$ cat src/rtl/sseg_capture_pkg.sv
// Shared definitions for the seven-segment capture block: segment glyphs
// (active-low a..g), FSM states and anode helpers.
package sseg_capture_pkg;

  typedef enum logic {
    ST_SYNC    = 1'b0,
    ST_COLLECT = 1'b1
  } cap_state_e;

  localparam logic [6:0] SEG_0     = 7'b0000001;
  localparam logic [6:0] SEG_1     = 7'b1001111;
  localparam logic [6:0] SEG_2     = 7'b0010010;
  localparam logic [6:0] SEG_3     = 7'b0000110;
  localparam logic [6:0] SEG_4     = 7'b1001100;
  localparam logic [6:0] SEG_5     = 7'b0100100;
  localparam logic [6:0] SEG_6     = 7'b0100000;
  localparam logic [6:0] SEG_7     = 7'b0001111;
  localparam logic [6:0] SEG_8     = 7'b0000000;
  localparam logic [6:0] SEG_9     = 7'b0000100;
  localparam logic [6:0] SEG_A     = 7'b0001000;
  localparam logic [6:0] SEG_B     = 7'b1100000;
  localparam logic [6:0] SEG_C     = 7'b0110001;
  localparam logic [6:0] SEG_D     = 7'b1000010;
  localparam logic [6:0] SEG_E     = 7'b0110000;
  localparam logic [6:0] SEG_F     = 7'b0111000;
  localparam logic [6:0] SEG_BLANK = 7'b1111111;

  function automatic logic an_onehot_low(input logic [3:0] an);
    return (an == 4'b1110) || (an == 4'b1101) || (an == 4'b1011) || (an == 4'b0111);
  endfunction

  function automatic logic [1:0] an_to_idx(input logic [3:0] an);
    logic [1:0] idx;
    idx = 2'd0;
    if (!an[1]) idx = 2'd1;
    if (!an[2]) idx = 2'd2;
    if (!an[3]) idx = 2'd3;
    return idx;
  endfunction

endpackage

$ cat src/rtl/sseg_decode.sv
// Active-low abcdefg pattern to hex nibble; flags blank and unknown glyphs.
module sseg_decode
  import sseg_capture_pkg::*;
(
  input  logic [6:0] seg,
  output logic [3:0] nibble,
  output logic       blank,
  output logic       bad
);

  always_comb begin
    nibble = 4'h0;
    blank  = 1'b0;
    bad    = 1'b0;
    case (seg)
      SEG_0:     nibble = 4'h0;
      SEG_1:     nibble = 4'h1;
      SEG_2:     nibble = 4'h2;
      SEG_3:     nibble = 4'h3;
      SEG_4:     nibble = 4'h4;
      SEG_5:     nibble = 4'h5;
      SEG_6:     nibble = 4'h6;
      SEG_7:     nibble = 4'h7;
      SEG_8:     nibble = 4'h8;
      SEG_9:     nibble = 4'h9;
      SEG_A:     nibble = 4'hA;
      SEG_B:     nibble = 4'hB;
      SEG_C:     nibble = 4'hC;
      SEG_D:     nibble = 4'hD;
      SEG_E:     nibble = 4'hE;
      SEG_F:     nibble = 4'hF;
      SEG_BLANK: blank  = 1'b1;
      default: begin
        nibble = 4'hF;
        bad    = 1'b1;
      end
    endcase
  end

endmodule

$ cat src/rtl/sseg_capture.sv
// Reconstructs the four multiplexed seven-segment digits into one coherent
// frame per full scan, with dwell filtering, frame alignment and staleness.
module sseg_capture
  import sseg_capture_pkg::*;
#(
  parameter int MIN_DWELL = 4,
  parameter int TIMEOUT   = 1048576
) (
  input  logic        CLK,
  input  logic        RESET,
  input  logic [7:0]  SSEGS,
  input  logic [3:0]  AN,
  output logic [15:0] VALUE,
  output logic [3:0]  DP,
  output logic [3:0]  BLANK,
  output logic        VALID,
  output logic        ERR,
  output logic        STALE
);

  localparam int CW = $clog2(MIN_DWELL + 1);
  localparam int TW = $clog2(TIMEOUT + 1);
  localparam logic [CW-1:0] DWELL_MAX = CW'(MIN_DWELL);
  localparam logic [TW-1:0] TMO_MAX   = TW'(TIMEOUT);

  logic [7:0]      seg_q, seg_d, seg_prev_q, seg_prev_d;
  logic [3:0]      an_q, an_d, an_prev_q, an_prev_d;
  logic [CW-1:0]   dwell_q, dwell_d;
  logic            acc_q, acc_d;
  logic [7:0]      acc_seg_q, acc_seg_d;
  logic [3:0]      acc_an_q, acc_an_d;
  cap_state_e      state_q, state_d;
  logic [3:0]      mask_q, mask_d;
  logic            err_acc_q, err_acc_d;
  logic [3:0][3:0] slot_nib_q, slot_nib_d;
  logic [3:0]      slot_dp_q, slot_dp_d;
  logic [3:0]      slot_blank_q, slot_blank_d;
  logic [15:0]     value_q, value_d;
  logic [3:0]      dp_q, dp_d;
  logic [3:0]      blank_q, blank_d;
  logic            valid_q, valid_d;
  logic            err_q, err_d;
  logic [TW-1:0]   tmo_q, tmo_d;

  logic [3:0] dec_nib;
  logic       dec_blank;
  logic       dec_bad;
  logic [1:0] acc_idx;
  logic       hold;
  logic       wr;

  sseg_decode u_decode (
    .seg    (acc_seg_q[7:1]),
    .nibble (dec_nib),
    .blank  (dec_blank),
    .bad    (dec_bad)
  );

  // Input sampling and dwell filter: accept fires once per stable digit.
  always_comb begin
    seg_d      = SSEGS;
    an_d       = AN;
    seg_prev_d = seg_q;
    an_prev_d  = an_q;
    acc_seg_d  = seg_q;
    acc_an_d   = an_q;
    hold       = (seg_q == seg_prev_q) && (an_q == an_prev_q) && an_onehot_low(an_q);
    dwell_d    = CW'(1);
    acc_d      = 1'b0;
    if (hold) begin
      dwell_d = (dwell_q < DWELL_MAX) ? dwell_q + 1'b1 : dwell_q;
      acc_d   = (dwell_q == DWELL_MAX - 1'b1);
    end
  end

  // Frame assembly: align on digit 0, publish when all four slots are filled.
  always_comb begin
    state_d      = state_q;
    mask_d       = mask_q;
    err_acc_d    = err_acc_q;
    slot_nib_d   = slot_nib_q;
    slot_dp_d    = slot_dp_q;
    slot_blank_d = slot_blank_q;
    value_d      = value_q;
    dp_d         = dp_q;
    blank_d      = blank_q;
    err_d        = err_q;
    valid_d      = 1'b0;
    tmo_d        = (tmo_q == TMO_MAX) ? tmo_q : tmo_q + 1'b1;
    acc_idx      = an_to_idx(acc_an_q);
    wr           = 1'b0;

    case (state_q)
      ST_SYNC: begin
        if (acc_q && (acc_an_q == 4'b1110)) begin
          wr        = 1'b1;
          mask_d    = 4'b0001;
          err_acc_d = dec_bad;
          state_d   = ST_COLLECT;
        end
      end
      ST_COLLECT: begin
        if (acc_q) begin
          wr        = 1'b1;
          mask_d    = mask_q | (4'b0001 << acc_idx);
          err_acc_d = err_acc_q | dec_bad;
        end
      end
      default: state_d = ST_SYNC;
    endcase

    if (wr) begin
      slot_nib_d[acc_idx]   = dec_nib;
      slot_dp_d[acc_idx]    = ~acc_seg_q[0];
      slot_blank_d[acc_idx] = dec_blank;
    end

    if ((state_q == ST_COLLECT) && wr && (mask_d == 4'hF)) begin
      value_d   = slot_nib_d;
      dp_d      = slot_dp_d;
      blank_d   = slot_blank_d;
      err_d     = err_acc_d;
      valid_d   = 1'b1;
      mask_d    = 4'h0;
      err_acc_d = 1'b0;
      tmo_d     = '0;
    end
  end

  always_ff @(posedge CLK) begin
    if (RESET) begin
      seg_q        <= 8'hFF;
      an_q         <= 4'hF;
      seg_prev_q   <= 8'hFF;
      an_prev_q    <= 4'hF;
      dwell_q      <= '0;
      acc_q        <= 1'b0;
      acc_seg_q    <= 8'hFF;
      acc_an_q     <= 4'hF;
      state_q      <= ST_SYNC;
      mask_q       <= 4'h0;
      err_acc_q    <= 1'b0;
      slot_nib_q   <= '0;
      slot_dp_q    <= 4'h0;
      slot_blank_q <= 4'h0;
      value_q      <= 16'h0;
      dp_q         <= 4'h0;
      blank_q      <= 4'h0;
      valid_q      <= 1'b0;
      err_q        <= 1'b0;
      tmo_q        <= TMO_MAX;
    end else begin
      seg_q        <= seg_d;
      an_q         <= an_d;
      seg_prev_q   <= seg_prev_d;
      an_prev_q    <= an_prev_d;
      dwell_q      <= dwell_d;
      acc_q        <= acc_d;
      acc_seg_q    <= acc_seg_d;
      acc_an_q     <= acc_an_d;
      state_q      <= state_d;
      mask_q       <= mask_d;
      err_acc_q    <= err_acc_d;
      slot_nib_q   <= slot_nib_d;
      slot_dp_q    <= slot_dp_d;
      slot_blank_q <= slot_blank_d;
      value_q      <= value_d;
      dp_q         <= dp_d;
      blank_q      <= blank_d;
      valid_q      <= valid_d;
      err_q        <= err_d;
      tmo_q        <= tmo_d;
    end
  end

  assign VALUE = value_q;
  assign DP    = dp_q;
  assign BLANK = blank_q;
  assign VALID = valid_q;
  assign ERR   = err_q;
  assign STALE = (tmo_q == TMO_MAX);

endmodule

$ cat config.mk
export PLATFORM = sky130hd
export DESIGN_NAME = sseg_capture
export DESIGN_NICKNAME = d
export VERILOG_FILES = /design/src/rtl/sseg_capture_pkg.sv /design/src/rtl/sseg_decode.sv /design/src/rtl/sseg_capture.sv
export SDC_FILE = /design/constraint.sdc
export NUM_CORES = 1
export LEC_CHECK = 0
export ABC_CLOCK_PERIOD_IN_PS = 1900
export CORE_MARGIN = 10
export CORE_UTILIZATION = 42
export DETAILED_ROUTE_END_ITERATION = 7
export PLACE_DENSITY = 0.75
export SLEW_MARGIN = 0
export SYNTH_ARGS = -nofsm -noshare
export SYNTH_HDL_FRONTEND = slang
export SYNTH_HIERARCHICAL = 1
export SYNTH_SLANG_ARGS = --single-unit
$ cat constraint.sdc
create_clock -name CLK -period 1.9 [get_ports CLK]
set_input_delay 0.475 -clock CLK [delete_from_list [all_inputs] [get_ports CLK]]
set_output_delay 0.475 -clock CLK [all_outputs]
set_load 0.02 [all_outputs]
# After elaboration in Yosys (flattened, before gate mapping)
# Cells that the tools add are included.
[op_classes]
n_addsub = 2
n_mul = 0
n_div = 0
n_lt_le_gt_ge = 3
n_eq_ne = 28
n_shift = 1
n_mux = 31
bitwise = 5
n_reduce_logical = 14
[op_table]
columns = ["cell", "n"]
rows = [
  ["$pmux W4 S15", 1],
  ["$mux W21", 2],
  ["$eq A7 B6 Y1 const B", 5],
  ["$eq A7 B7 Y1 const B", 5],
  ["$add A21 B1 Y21 const B", 1],
  ["$eq A21 B21 Y1 const B", 1],
  ["$eq A4 B4 Y1 const B", 5],
  ["$mux W4", 5],
  ["$reduce_or A17 Y1", 1],
  ["$bwmux W16", 1],
  ["$mux W16", 1],
  ["$eq A7 B3 Y1 const B", 2],
  ["$eq A7 B4 Y1 const B", 2],
  ["$mux W1", 12],
  ["$bwmux W4", 2],
  ["$demux W4 S2", 1],
  ["$eq A8 B8 Y1", 1],
  ["$pmux W4 S2", 1],
  ["$eq A7 B1 Y1 const B", 1],
  ["$eq A7 B5 Y1 const B", 1],
  ["$logic_not A7 Y1", 1],
  ["$logic_and A1 B1 Y1", 6],
  ["$reduce_or A2 Y1", 3],
  ["$eq A4 B3 Y1 const B", 1],
  ["other kinds (15)", 22],
]
[totals]
regBits = 105
latchBits = 0
mem_bits_rw = 0
mem_bits_ro = 0
inputBits = 14
output_inout_bits = 27
elab_cells = 107
memories = 0

# Longest topological paths before layout
# Gate-level depths: netlist of run 1.
[depth]
depth_word = 10
ltp_mapped = 10
depth_no_buf = 9

# Modules after synthesis
# Netlist of run 1, hierarchy kept.
[modules_own_cells]
columns = ["module", "n_inst", "cells_each", "area_per_inst_um2", "seq_area_each_um2"]
rows = [
  ["sseg_capture", 1, 436, 4282.9, 2102.0],
  ["sseg_decode", 1, 54, 380.4, 0.0],
]

# Worst setup path after synthesis of run 1
# No wires, ideal clock.
[synth_path]
path_kind = "reg2reg"
start = "register acc_seg_q[3]"
end = "register err_q, in the netlist ERR"
setup_ps = 116
arrival_time_ps = 1902
required_ps = 1784
path_slack_ps = -118
stages_incl_launch_ff = 11
path_buffers = 1
synth_period_minus_slack_ps = 2018
path_cell_list = "dfxtp_1 > buf_6 > or4b_4 > nor3_2 > a31oi_1 > nand3b_4 > a211oi_2 > a21o_1 > a32oi_1 > nand2_1 > o211a_1"
[synth_via]
elab_chain_cells = 6
elab_cells_between_ends = 23
cone_classes = "eq/ne: 16; mux: 4; bitwise: 1; reduce/logical: 2"
[synth_lines]
columns = ["element", "line", "rtl"]
rows = [
  ["start: declaration", "sseg_capture.sv:30", "logic [7:0] acc_seg_q, acc_seg_d;"],
  ["start signal: assignment", "sseg_capture.sv:159", "acc_seg_q <= acc_seg_d;"],
  ["$eq A7 B1 Y1, or another cell as far along", "sseg_decode.sv:15", "case (seg)"],
  ["$reduce_or A17 Y1 (no line) *", "--", ""],
  ["$mux W1 *", "sseg_decode.sv:15", ""],
  ["net dec_bad", "sseg_capture.sv:47", "logic dec_bad;"],
  ["$or A1 B1 Y1", "sseg_capture.sv:106", "err_acc_d = err_acc_q | dec_bad;"],
  ["$mux W1", "sseg_capture.sv:103", "if (acc_q) begin"],
  ["$pmux W1 S2 *", "sseg_capture.sv:93", "case (state_q)"],
  ["end signal: assignment", "sseg_capture.sv:171", "err_q <= err_d;"],
  ["end: declaration", "sseg_capture.sv:42", "logic err_q, err_d;"],
]
# Mark *: on every way through the listed nets, which the timed path passes. The rest lies on a longest branch.
# A chain may end at the register's enable or synchronous reset.

# Final worst setup path of run 1
[layout_path]
start = "register acc_seg_q[4]"
end = "register err_q, in the netlist ERR"
# Same word-level chain as after synthesis.

==> results.md, run 1 <==
| Group | Parameter | Value |
|---|---|---|
| worst setup path | Crit path kind | reg -> reg |
| sta | Worst-margin pin slew | 0.550 ns |
| cells and area | Fraction of final layout cells with drive strength greater than 1 | 0.375 |
| cells and area | Layout filler cell count | 871 |
| run status | Outcome | complete, but fails checks |
| synthesis | Post-Synth Adder-Cell Area | 0.0107 |
| sta | Final critical path time including I/O delays and setup | 2.05 ns |
| synthesis | Sequential element share of the synthesized area | 0.451 |
| synthesis | Mux contribution to synthesized area | 0.0585 |
| drt | Post-route ant nets | 0 |
| synthesis | EDFF count, synth | 0 |
| global route | Largest net degree at the start of global routing | 37 |
| synthesis | Synthesized instance count | 490 |
| worst setup path | Worst path required time | 2.19 ns |
| floorplan | Boundary pin count | 41 |
| drt | Final wirelength | 11,700 µm |
| cells and area | Register cell area after layout | 0.00212 mm² |
| placed design | Total placed instance area | 0.00558 mm² |
| global route | Global-route usage over all layers | 0.142 |
| sta | PnR worst setup slack | -0.145 ns |
| run status | Violated checks | negative setup slack |
| placed design | Number of I/O port buffers | 40 |
| global route | Number of global-route vias before repair | 3,991 |
| drt | DRT Pass-1 Iters | 4 |
| synthesis | Post-Syn Area per Cell | 9.52 µm² |
| placed design | Final weighted congestion of routability-driven global placement | 0.845 |
| placed design | Placed cell count | 706 |
| synthesis | Synthesis-stage register bit count | 105 |
| power and ir drop | Total power density per cell area | 662 mW/mm² |
| clocking | CTS tree | done |
| cells and area | Non-Filler Instances | 738 |
| drt | First-iteration detailed-routing DRC count | 274 |
| synthesis | Total standard cell area after synthesis | 0.00466 mm² |
| floorplan | Floorplan core area | 0.0108 mm² |
| synthesis | Post-synth top flop | sky130_fd_sc_hd__dfxtp_1 |
| worst setup path | Reg-to-reg setup timing slack | -0.15 ns |
| sta | Final setup viols | 18 |
| synthesis | Total of warnings raised by yosys | 6 |
| clocking | TritonCTS buffer count | 9 |
| sta | Final Cycle Share | 1.08 |
| floorplan | FP Rows | 38 |
| global route | Antenna violations before repair | 0 |
| floorplan | Area of the die | 0.0157 mm² |
| clocking | Total number of clock tree sinks | 105 |
| floorplan | Horizontal die dimension | 125 µm |
| sta | Max-slew violation count | 0 |
| floorplan | Starting density of the core | 0.430 |
| synthesis | Post-synthesis share of cell area spent on xor and xnor gates | 0.0563 |
| worst setup path | Worst path arrival time | 2.33 ns |
| sta | Peak clock frequency supported by timing | 0.489 GHz |
| sta | Setup repair after global routing missed its margin | yes |
| synthesis | Post-Synthesis Net Count | 508 |
| clocking | Hold_buf cts | 0 |
| worst setup path | Critical path launch point type | register |
| clocking | Root Driver | sky130_fd_sc_hd__clkbuf_8 |
| cells and area | Count of antenna diodes in the layout | 0 |
| worst setup path | Largest fanout on the critical path | 3 |
| placed design | Detailed placer's ending HPWL | 7750 µm |
| synthesis | Dominant combinational cell family by area after synthesis | simple AND/OR/NAND/NOR gates |
| synthesis | Post-synthesis compound-gate area fraction | 0.127 |
| sta | Worst hold-check slack | 0.458 ns |
| worst setup path | Kind of capture point of the worst setup path | register |
| drt | DRC errors left | 0 |
| synthesis | Area fraction in and, or, nand and nor cells after synthesis | 0.242 |
| cells and area | Final #Nets | 611 |
| sta | Largest clock skew in the final design | 0.0157 ns |
| floorplan | Die H | 125 µm |
| clocking | Clock-pin slew on the worst setup and hold paths | 0.12 ns |
| global route | Aggregate global routing overflow | 0 |
| cells and area | Growth of design area from synthesis to finish | 35.3% |
| sta | Final hold vios | 0 |
| power and ir drop | Static leakage | 2.48 nW |
| drt | Post-detailed-route via-to-cell ratio | 5.39 |
| power and ir drop | Worst supply voltage drop on vdd | 425 µV |
| cells and area | Total area of multi-input combinational cells | 0.00263 mm² |
| drt | WL per Instance | 15.9 µm |
| clocking | CTS max path bufs | 2 |
| global route | First-pass GRT wire length | 19,100 µm |
| clocking | Htree depth | 3 |
| job | Max_cap viols | 0 |
| cells and area | Final Instance Area | 0.00631 mm² |
| clocking | Clk_lat worst skew | 0.38 ns |
| min path | Path category of the worst min-delay check | in -> reg |
| sta | Slew headroom | 0.630 |
| synthesis | Count of distinct cell types in the synthesized netlist | 70 |
| drt | Total number of vias | 3,981 |
| synthesis | Async set or reset register ratio after synthesis | 0 |
==> worst max-delay path, cell delays in order, from the launching register on <==
cell and delay, ns:
sky130_fd_sc_hd__dfxtp_2 0.34, sky130_fd_sc_hd__or4b_4 0.57, sky130_fd_sc_hd__nor3_4 0.15, sky130_fd_sc_hd__a31oi_2 0.07
sky130_fd_sc_hd__nand3b_4 0.13, sky130_fd_sc_hd__a211oi_4 0.05, sky130_fd_sc_hd__a21o_1 0.18, sky130_fd_sc_hd__a32oi_2 0.17
sky130_fd_sc_hd__nand2_1 0.08, sky130_fd_sc_hd__o211a_1 0.21
==> kinds of logic (layout without fill, tap and decap cells) <==
kind of cell | after synthesis | count (layout)
xor+xnor | 30 | 30
mux | 26 | 26
fa+ha+maj | 4 | 4
simple gates | 196 | 196
compound gates | 84 | 84
buf+inv | 45 | 153
flops | 105 | 105
==> flip-flops by register name (all words and copies together), names as in the netlist, 3 cells and up <==
signal and flops:
dwell_q 3, DP 4, mask_q 4, acc_an_d 4
VALUE 16, acc_seg_q 8, acc_seg_d 8, tmo_q 21
slot_nib_q 16, slot_dp_q 4, acc_an_q 4, BLANK 4
slot_blank_q 4
==> synthesized netlist by cell type (6+ instances only) <==
library cell,number,area share
sky130_fd_sc_hd__nand3_1,19,0.020
sky130_fd_sc_hd__mux2_2,6,0.014
sky130_fd_sc_hd__nor3_1,11,0.012
sky130_fd_sc_hd__nor2_1,47,0.038
sky130_fd_sc_hd__mux2i_1,19,0.041
sky130_fd_sc_hd__a21oi_1,18,0.019
sky130_fd_sc_hd__buf_2,7,0.0075
sky130_fd_sc_hd__xnor2_1,9,0.017
sky130_fd_sc_hd__clkbuf_1,15,0.012
sky130_fd_sc_hd__nor4_1,24,0.032
sky130_fd_sc_hd__o31ai_1,6,0.0097
sky130_fd_sc_hd__nand2_1,15,0.012
sky130_fd_sc_hd__o211ai_1,6,0.0097
sky130_fd_sc_hd__or2_2,24,0.032
sky130_fd_sc_hd__nand4_1,7,0.0094
sky130_fd_sc_hd__dfxtp_1,105,0.45
sky130_fd_sc_hd__o21ai_0,16,0.017
sky130_fd_sc_hd__a31o_2,11,0.021
sky130_fd_sc_hd__xor2_1,21,0.039
sky130_fd_sc_hd__inv_1,9,0.0072
sky130_fd_sc_hd__buf_6,6,0.014
sky130_fd_sc_hd__nor2b_1,10,0.013
==> stage by stage <==
stage	utilization	power, mW	setup WS [ns]	TNS [ns]
global placement	0.515	2.58	-0.201	-1.44
detailed placement	0.515	2.58	-0.379	-2.58
finish	0.582	4.18	-0.145	-1.35
floorplan	-	2.46	-0.102	-0.119
CTS	0.562	4.18	-0.109	-0.595
global route	0.582	4.34	-0.241	-3.03
==> per-layer routing <==
layer  share of wire  track usage  vias up
met2            0.52        0.245       71
met4           0.024       0.0535        0
li1                -            -     1953
met5               0            0        -
met1            0.43        0.166     1929
met3           0.031       0.0334       28
==> layout by cell type, fill, tap and decap left out, types with 4 or more instances in the layout <==
cell,netlist,final
sky130_fd_sc_hd__a31o_2,11,11
sky130_fd_sc_hd__xnor2_1,9,9
sky130_fd_sc_hd__dfxtp_2,0,12
sky130_fd_sc_hd__nand4_1,7,7
sky130_fd_sc_hd__clkbuf_8,0,9
sky130_fd_sc_hd__buf_6,6,8
sky130_fd_sc_hd__buf_4,5,79
sky130_fd_sc_hd__a21oi_1,18,14
sky130_fd_sc_hd__xor2_1,21,21
sky130_fd_sc_hd__nand3_1,19,15
sky130_fd_sc_hd__or2_2,24,24
sky130_fd_sc_hd__nand2_1,15,15
sky130_fd_sc_hd__nand3_2,1,5
sky130_fd_sc_hd__mux2_2,6,5
sky130_fd_sc_hd__mux2i_4,0,6
sky130_fd_sc_hd__and3_1,5,5
sky130_fd_sc_hd__nor2b_1,10,10
sky130_fd_sc_hd__inv_1,9,7
sky130_fd_sc_hd__nor4_1,24,16
sky130_fd_sc_hd__o21ai_0,16,14
sky130_fd_sc_hd__nor4_2,0,6
sky130_fd_sc_hd__o31ai_1,6,5
sky130_fd_sc_hd__a21oi_2,1,5
sky130_fd_sc_hd__mux2i_2,0,4
sky130_fd_sc_hd__nor3_1,11,8
sky130_fd_sc_hd__and4_1,4,4
sky130_fd_sc_hd__mux2i_1,19,9
sky130_fd_sc_hd__dfxtp_1,105,91
sky130_fd_sc_hd__o211ai_1,6,6
sky130_fd_sc_hd__nor2_1,47,44
sky130_fd_sc_hd__nand3b_1,4,4
sky130_fd_sc_hd__clkdlybuf4s50_1,0,37
sky130_fd_sc_hd__o21ai_2,1,5
==> final timing paths <==
kind	cells past startpoint	end	from
worst max-delay path	9	ERR	acc_seg_q[4]
worst max register to register	9	ERR	acc_seg_q[4]
worst min register to register	1	acc_seg_q[4]	acc_seg_d[4]
worst min-delay path	2	slot_dp_q[2]	RESET
==> power by group <==
part	switching, mW	internal (mW)	leakage, nW
Sequential	0.0328	2.22	0.853
Combinational	0.172	0.160	1.52
Clock	0.818	0.770	0.114
==> area by class of cell <==
cell class	count	share of cell area
clock buffer	9	0.0196
clock inverter	7	0.0171
inverter	9	0.00536
multi-input combinational	340	0.417
sequential	105	0.337
tap	140	0.0278
timing repair buffer	128	0.176
==> repair_timing <==
item	CTS	global route
endpoints found under the hold margin	0	0
setup buffers	11	9
pin swaps	15	14
setup endpoints to repair	25	33
gates resized for setup	55	39
No activity file was read; power rests on OpenSTA's default activity.
==> run 2, diff against run 1 <==
- ABC_CLOCK_PERIOD_IN_PS: 1900 -> unset
==> results of run 2 <==
Same layout as run 1: the final DEF is identical, and so are final timing and power.
==> run 3, diff against run 2 <==
- CTS_CLUSTER_SIZE: unset -> 12
- GPL_TIMING_DRIVEN: unset -> 0
==> results.md, run 3 (synthesis results as in run 1) <==
| Group | Parameter | Value | Change |
|---|---|---|---|
| floorplan | Floorplan core area | 0.0108 mm² | unchanged |
| sta | Worst-margin pin slew | 0.696 ns | +0.145 ns |
| global route | First-pass GRT wire length | 18,900 µm | -1.1% |
| global route | Global-route usage over all layers | 0.140 | -0.00123 |
| worst setup path | Worst path required time | 2.17 ns | -0.02 ns |
| power and ir drop | Total power density per cell area | 679 mW/mm² | +2.5% |
| cells and area | Fraction of final layout cells with drive strength greater than 1 | 0.324 | -0.0505 |
| worst setup path | Kind of capture point of the worst setup path | register |  |
| worst setup path | Largest fanout on the critical path | 4 | +1 |
| sta | Slew headroom | 0.536 | -0.0935 |
| power and ir drop | Static leakage | 2.34 nW | -6.0% |
| cells and area | Flip-flop count of the largest register after layout | 21 | unchanged |
| clocking | CTS max path bufs | 2 | unchanged |
| clocking | Total number of clock tree sinks | 105 | unchanged |
| clocking | Clock-pin slew on the worst setup and hold paths | 0.11 ns | about the same |
| clocking | TritonCTS buffer count | 9 | unchanged |
| cells and area | Leading cell types in the layout, fill and taps excluded | 94 x sky130_fd_sc_hd__dfxtp_1, 44 x sky130_fd_sc_hd__nor2_1, 38 x sky130_fd_sc_hd__clkdlybuf4s50_1 |  |
| drt | Post-detailed-route via-to-cell ratio | 5.58 | +3.4% |
| cells and area | Layout filler cell count | 902 | +3.6% |
| cells and area | Non-Filler Instances | 714 | -3.3% |
| global route | Number of global-route vias before repair | 3,907 | -2.1% |
| placed design | Final weighted congestion of routability-driven global placement | 0.901 | +6.6% |
| floorplan | Boundary pin count | 41 | unchanged |
| sta | Final critical path time including I/O delays and setup | 2.19 ns | +0.141 ns |
| sta | Max-slew violation count | 0 | unchanged |
| sta | Largest clock skew in the final design | 0.0166 ns | +0.000896 ns |
| cells and area | Total area of multi-input combinational cells | 0.00267 mm² | +1.6% |
| floorplan | Horizontal die dimension | 125 µm | unchanged |
| clocking | Root Driver | sky130_fd_sc_hd__clkbuf_8 |  |
| clocking | Clk_lat worst skew | 0.38 ns | about the same |
| drt | Post-route ant nets | 0 | unchanged |
| cells and area | Final #Nets | 587 | -3.9% |
| placed design | Detailed placer's ending HPWL | 7600 µm | -1.9% |
| placed design | Placed cell count | 669 | -5.2% |
| drt | Total number of vias | 3,981 | unchanged |
| cells and area | Count of antenna diodes in the layout | 0 | unchanged |
| drt | Final wirelength | 12,200 µm | +3.8% |
| job | Max_cap viols | 0 | unchanged |
| floorplan | Starting density of the core | 0.430 | unchanged |
| sta | Peak clock frequency supported by timing | 0.457 GHz | -6.4% |
| placed design | Number of I/O port buffers | 39 | -2.5% |
| sta | Final setup viols | 21 | +3 |
| cells and area | Growth of design area from synthesis to finish | 31.2% |  |
| global route | Largest net degree at the start of global routing | 19 | -49% |
| sta | Final hold vios | 0 | unchanged |
| run status | Outcome | complete, but fails checks |  |
| floorplan | Area of the die | 0.0157 mm² | unchanged |
| clocking | Htree depth | 3 | unchanged |
| worst setup path | Critical path launch point type | register |  |
| sta | Final Cycle Share | 1.15 | +0.0741 |
| drt | DRT Pass-1 Iters | 5 | +1 |
| floorplan | Die H | 125 µm | unchanged |
| worst setup path | Worst path arrival time | 2.46 ns | +0.13 ns |
| power and ir drop | Worst supply voltage drop on vdd | 463 µV | +9.0% |
| min path | Hold Path Stages | 1 | -1 |
| clocking | Hold_buf cts | 0 | unchanged |
| worst setup path | Reg-to-reg setup timing slack | -0.29 ns | -0.14 ns |
| cells and area | Final Instance Area | 0.00612 mm² | -3.0% |
| placed design | Total placed instance area | 0.00523 mm² | -6.3% |
| min path | Path category of the worst min-delay check | reg -> reg |  |
| sta | PnR worst setup slack | -0.286 ns | -0.141 ns |
| floorplan | FP Rows | 38 | unchanged |
| sta | Setup repair after global routing missed its margin | yes |  |
| cells and area | Biggest register | tmo_q |  |
| worst setup path | Crit path kind | reg -> reg |  |
| global route | Antenna violations before repair | 0 | unchanged |
| run status | Violated checks | negative setup slack |  |
| clocking | CTS tree | done |  |
| cells and area | Register cell area after layout | 0.00213 mm² | +0.29% |
| drt | First-iteration detailed-routing DRC count | 285 | +4.0% |
| worst setup path | Count of cells along the worst register-to-register path | 10 | +1 |
| global route | Aggregate global routing overflow | 0 | unchanged |
| drt | WL per Instance | 17.1 µm | +7.2% |
| cells and area | Most common cell after layout, fill and taps aside | sky130_fd_sc_hd__dfxtp_1 |  |
| drt | DRC errors left | 0 | unchanged |
==> run 3: repair_timing <==
action	4_1_cts	5_1_grt
gates resized for setup	54	56
buffers inserted	23	8
endpoints found under the hold margin	0	0
endpoints found under the setup margin	50	56
pin swaps	11	10
gates cloned	0	1
==> run 3: per-layer routing <==
layer | GRT usage | up-vias | wire, µm
li1 | - | 1904 | -
met1 | 0.161 | 1948 | 5040
met2 | 0.247 | 109 | 6330
met3 | 0.0384 | 20 | 598
met4 | 0.0427 | 0 | 206
met5 | 0 | - | 0
==> run 3: final cells by class <==
cell class,instances,area share
flip-flops and latches,105,0.348
clock inverters,7,0.0166
multi-input cells,340,0.437
inverters,9,0.00593
well taps,140,0.0286
plain buffers,33,0.0376
repair buffers,71,0.106
clock buffers,9,0.0202
==> run 3: worst max-delay path: stages, from the launching register on <==
cell	delay, ns
sky130_fd_sc_hd__dfxtp_4	0.38
sky130_fd_sc_hd__buf_4	0.13
sky130_fd_sc_hd__or2b_4	0.27
sky130_fd_sc_hd__o22ai_2	0.16
sky130_fd_sc_hd__nand2b_1	0.13
sky130_fd_sc_hd__o21ai_4	0.20
sky130_fd_sc_hd__buf_6	0.15
sky130_fd_sc_hd__o21ai_4	0.08
sky130_fd_sc_hd__mux2i_2	0.25
sky130_fd_sc_hd__nor4_2	0.08
sky130_fd_sc_hd__a31o_2	0.23
==> run 3: power by group <==
part           total [mW]  switching (mW)  internal (mW)
combinational       0.340           0.189          0.151
clock                1.56           0.808          0.754
sequential           2.25          0.0316           2.22
==> run 3: final timing paths <==
| path | startpoint | endpoint |
|---|---|---|
| max | acc_seg_q[6] | VALUE[12] |
| min | acc_seg_d[2] | acc_seg_q[2] |
| max reg2reg | acc_seg_q[6] | VALUE[12] |
| min reg2reg | acc_seg_d[2] | acc_seg_q[2] |
==> run 3: through the flow <==
step / setup TNS, ns / hold WS, ns / utilization / worst slack [ns] / power, mW
after floorplan: -0.119 / 0.438 / - / -0.102 / 2.46
after global placement: -3.38 / 0.454 / 0.482 / -0.354 / 2.54
after detailed placement: -5.09 / 0.453 / 0.482 / -0.429 / 2.54
after CTS: -0.988 / 0.466 / 0.536 / -0.177 / 4.12
after global routing: -4.98 / 0.484 / 0.565 / -0.363 / 4.28
final: -3.49 / 0.466 / 0.565 / -0.286 / 4.15
